$ cat src/rtl/light_system.sv
// light_system: smart-room lamp controller, Moore FSM with an idle-occupancy auto-off timer.
module light_system #(
  parameter int TIMEOUT = 16,
  parameter int CNT_W   = 16
) (
  input  logic clk,
  input  logic reset,
  input  logic StartOn,
  input  logic StartOff,
  input  logic keypad,
  input  logic state,
  output logic initialize,
  output logic lamp_on,
  output logic lamp_off,
  output logic start_on_turn_on_button,
  output logic start_on_turn_off_button,
  output logic timingpass,
  output logic lamp_stays_off,
  output logic lampstate
);
  typedef enum logic [2:0] {INIT, LAMP_OFF, ON_REQ, LAMP_ON, OFF_REQ, TIMED_OUT, STAY_OFF} fsm_t;
  localparam logic [CNT_W-1:0] LAST = CNT_W'(TIMEOUT - 1);
  fsm_t fsm, nxt;
  logic [CNT_W-1:0] cnt, cnt_nxt;
  logic expired;
  // >= keeps a counter carried back from OFF_REQ past TIMEOUT-1 from escaping the timeout
  assign expired = !state && cnt >= LAST;
  always_comb begin
    nxt = fsm;
    cnt_nxt = '0;
    case (fsm)
      INIT:               nxt = LAMP_OFF;
      LAMP_OFF, STAY_OFF: nxt = StartOn ? ON_REQ : fsm;
      ON_REQ:             nxt = keypad ? LAMP_ON : !StartOn ? LAMP_OFF : ON_REQ;
      LAMP_ON: begin
        nxt = StartOff ? OFF_REQ : expired ? TIMED_OUT : LAMP_ON;
        cnt_nxt = state ? '0 : &cnt ? cnt : cnt + CNT_W'(1);
      end
      OFF_REQ: begin
        nxt = keypad ? LAMP_OFF : !StartOff ? LAMP_ON : OFF_REQ;
        cnt_nxt = cnt;
      end
      TIMED_OUT:          nxt = STAY_OFF;
      default:            nxt = INIT;
    endcase
  end
  // status flops are loaded from the next state so they always mirror fsm
  always_ff @(posedge clk or posedge reset) begin
    if (reset) begin
      fsm <= INIT;
      cnt <= '0;
      initialize <= 1'b1;
      lamp_on <= 1'b0;
      lamp_off <= 1'b0;
      start_on_turn_on_button <= 1'b0;
      start_on_turn_off_button <= 1'b0;
      timingpass <= 1'b0;
      lamp_stays_off <= 1'b0;
      lampstate <= 1'b0;
    end else begin
      fsm <= nxt;
      cnt <= cnt_nxt;
      initialize <= nxt == INIT;
      lamp_on <= nxt == LAMP_ON;
      lamp_off <= nxt == LAMP_OFF;
      start_on_turn_on_button <= nxt == ON_REQ;
      start_on_turn_off_button <= nxt == OFF_REQ;
      timingpass <= nxt == TIMED_OUT;
      lamp_stays_off <= nxt == STAY_OFF;
      lampstate <= nxt == LAMP_ON || nxt == OFF_REQ;
    end
  end
endmodule

$ cat config.mk
export PLATFORM = sky130hd
export DESIGN_NAME = light_system
export DESIGN_NICKNAME = d
export VERILOG_FILES = /design/src/rtl/light_system.sv
export SDC_FILE = /design/constraint.sdc
export NUM_CORES = 1
export LEC_CHECK = 0
export ABC_AREA = 0
export CORE_MARGIN = 2
export CORE_UTILIZATION = 35
export CTS_BUF_LIST = sky130_fd_sc_hd__clkbuf_8
export DETAILED_ROUTE_END_ITERATION = 8
export PLACE_DENSITY = 0.56
export SLEW_MARGIN = 15
export SYNTH_ARGS = -nofsm -noshare
export SYNTH_HDL_FRONTEND = slang
export SYNTH_SLANG_ARGS = --single-unit
$ cat constraint.sdc
create_clock -name clk -period 4 [get_ports clk]
set_clock_uncertainty 0.1 [all_clocks]
set_input_delay 0.4 -clock clk [delete_from_list [all_inputs] [get_ports clk]]
set_output_delay 0.4 -clock clk [all_outputs]
set_load 0.005 [all_outputs]
==> results_dict.tcl <==
set metrics [dict create \
    async_flop_share_pct 100 \
    postCtsHoldBufs 0 \
    syn_area_mm2 0.00163 \
    vias 1321 \
    drc 0 \
    top_layer "met4" \
    grt_pass1_vias 1286 \
    drive_gt1_share_pct 6.63 \
    die_x_um 72.3 \
    end_kind "register" \
    wl_met2_mm 1.68 \
    cts_buffer_depth 2 \
    synth-edff-count 0 \
    hold_start "cnt[0]" \
    ys_types 44 \
    track_usage_pct 15.1 \
    holdPathStages 1 \
    clk_latency_ns 0.27 \
    post_drt_wl_per_cell_um 15.3 \
    tns_ns 0 \
    p_leak_nw 0.727 \
    tightest_slew_ns 1.00 \
    status "completed" \
    synthFlopType "dfrtp_1" \
    hp-class "register to register" \
    fin_crit_sh_pct 55.2 \
    drtIter0Drc 46 \
    met3_length_um 127 \
    wirelength_mm 3.57 \
    finalMaxSlewViolations 0 \
    rr_endpoint "cnt[4]" \
    ys_seq_area_share_pct 41.5 \
    setup_viol 0 \
    io_pins 14 \
    yosys_warnings 0 \
    r2r.worst_path.cells 4 \
    synth_cells 171 \
    drv_cap 0 \
    cts_sinks 27 \
    crit_required_ns 4.05 \
    post_cts_buffers 0 \
    area_growth_pct 11.6 \
    rsz0062_at_grt "false" \
    initial_core_util_pct 37.0 \
    nets 189 \
    syn_avg_cell_area_um2 9.54 \
    cts_tree "yes" \
    die_area_mm2 0.00522 \
    hold_viol 0 \
    grt_pass1_wl_mm 6.30 \
    fill_cells 446 \
    worst-r2r-setup-slack_ns 1.81 \
    crit_slowest_cell "nor4_4" \
    p_per_area_mw_per_mm2 499 \
    ys_seq_elements 27 \
    portBuffers 13 \
    cts_root_buf "clkbuf_8" \
    cp-start-kind "primary input" \
    period_needed_ns 2.21 \
    regToRegStartpoint "fsm[1]" \
    dieHeight_um 72.3 \
    cts-buffers-inserted 3 \
    dp_hpwl_mm 2.67 \
    max_slew_margin_pct 33.1 \
    critPathMaxFanout 11 \
    gp_congestion 0.805 \
    crit_arrival_ns 2.26 \
    cts_max_level 1 \
    max_freq_mhz 453 \
    worstPathCellList "clkdlybuf4s50_1, nand4bb_4, nor4_4, a21oi_1, mux2i_1" \
    ctsResizeCount 0 \
    num_rows 24 \
    path_clk_slew_ns 0.09 \
    antenna_cells 0 \
    antenna_found_initial 0 \
    finalPower_uw 908 \
    timing.hold.worst_endpoint "cnt[0]" \
    path_class "primary input to register" \
    synth_nets 178 \
    cp_slowest_stage_delay_ns 0.68 \
    drt-pass1-iter-count 4 \
    coreArea_mm2 0.00441 \
    ir_drop_v 0.000319 \
    viasPerCell 5.67 \
    crit_family "simple AND/OR/NAND/NOR gates" \
    wl_met1_mm 1.73 \
    grt_max_degree 28 \
    path_buf_inv 1 \
    grt_remaining_overflow 0 \
    antenna_left 0 \
]
Yosys cell counts (3+ instances only):
library cell  count  area (um2)
a2111oi_2         3        45.0
a211oi_1          3        22.5
a21oi_1           6        30.0
and2_1            3        18.8
and3_1            4        25.0
and4_1            3        26.3
buf_4             4        30.0
dfrtp_1          26         651
inv_1            10        37.5
mux2i_1          11         110
nand2_1          21        78.8
nand2b_1         10        62.6
nand3_1           5        25.0
nand4_1           5        31.3
nor2_1            6        22.5
nor3_1            6        30.0
nor3b_1           3        22.5
nor4_1            4        25.0
o21ai_0           7        35.0
o22ai_1           4        25.0
registers in the layout, indices dropped and copies added, names as in the netlist:
register	flops
lampstate	1
initialize	1
lamp_off	1
lamp_stays_off	1
cnt	16
start_on_turn_on_button	1
timingpass	1
fsm	3
start_on_turn_off_button	1
lamp_on	1
area by class of cell:
type	count	area, um2	area share [%]
clock inverter	1	3.75	0.206
tap	52	65.1	3.57
multi-input combinational	127	866	47.6
timing repair buffer	13	130	7.15
sequential	27	677	37.2
clock buffer	3	41.3	2.27
inverter	10	37.5	2.06
metal layers:
layer  vias to the layer above  track usage (%)
met5                         -                0
li1                        657                -
met2                        17             25.2
met1                       643             20.5
met3                         4             2.64
met4                         0             3.77
report_power, final:
part | total (mW) | internal, mW | switching (mW)
combinational | 0.369 | 0.174 | 0.196
clock | 0.154 | 0.0689 | 0.0848
sequential | 0.385 | 0.324 | 0.0612
total | 0.908 | 0.566 | 0.342
worst max path at each step:
stage          cells past startpoint       to   start  slack [ns]
2_1_floorplan                      6  cnt[11]  cnt[0]        2.19
3_3_place_gp                       5   cnt[1]   state        1.59
3_5_place_dp                       5   cnt[1]   state        1.51
4_1_cts                            4   cnt[4]  fsm[1]        1.76
5_1_grt                            4   cnt[4]  fsm[1]        1.62
6_report                           5   cnt[1]   state        1.79
kinds of logic after synthesis:
family	count (synthesis)	synth area share (%)
simple gates	78	28.3
compound gates	37	17.3
flops	27	41.5
buf+inv	17	5.45
mux	11	6.75
fa+ha+maj	1	0.767
per-stage QoR:
| stage | instance area, um2 | instances | utilization, % | hold slack, ns | worst slack, ns |
|---|---|---|---|---|---|
| floorplan | 1630 | 171 | - | 0.352 | 2.19 |
| global placement | 1780 | 229 | 40.2 | 0.395 | 1.59 |
| detailed placement | 1780 | 229 | 40.2 | 0.401 | 1.51 |
| CTS | 1820 | 233 | 41.2 | 0.414 | 1.76 |
| global route | 1820 | 233 | 41.2 | 0.429 | 1.62 |
| finish | 1820 | 233 | 41.2 | 0.416 | 1.79 |
placed cells by master, fill, tap and decap left out, drive strengths merged, types with 5 or more instances in the layout:
| master | count |
|---|---|
| dfrtp | 26 |
| nand2 | 21 |
| clkdlybuf4s50 | 13 |
| inv | 11 |
| mux2i | 11 |
| nand2b | 10 |
| o21ai | 7 |
| nor3 | 7 |
| nor2 | 6 |
| a21oi | 6 |
| nand4 | 5 |
| nand3 | 5 |
| nor4 | 5 |
No activity file was read; power rests on OpenSTA's default activity.
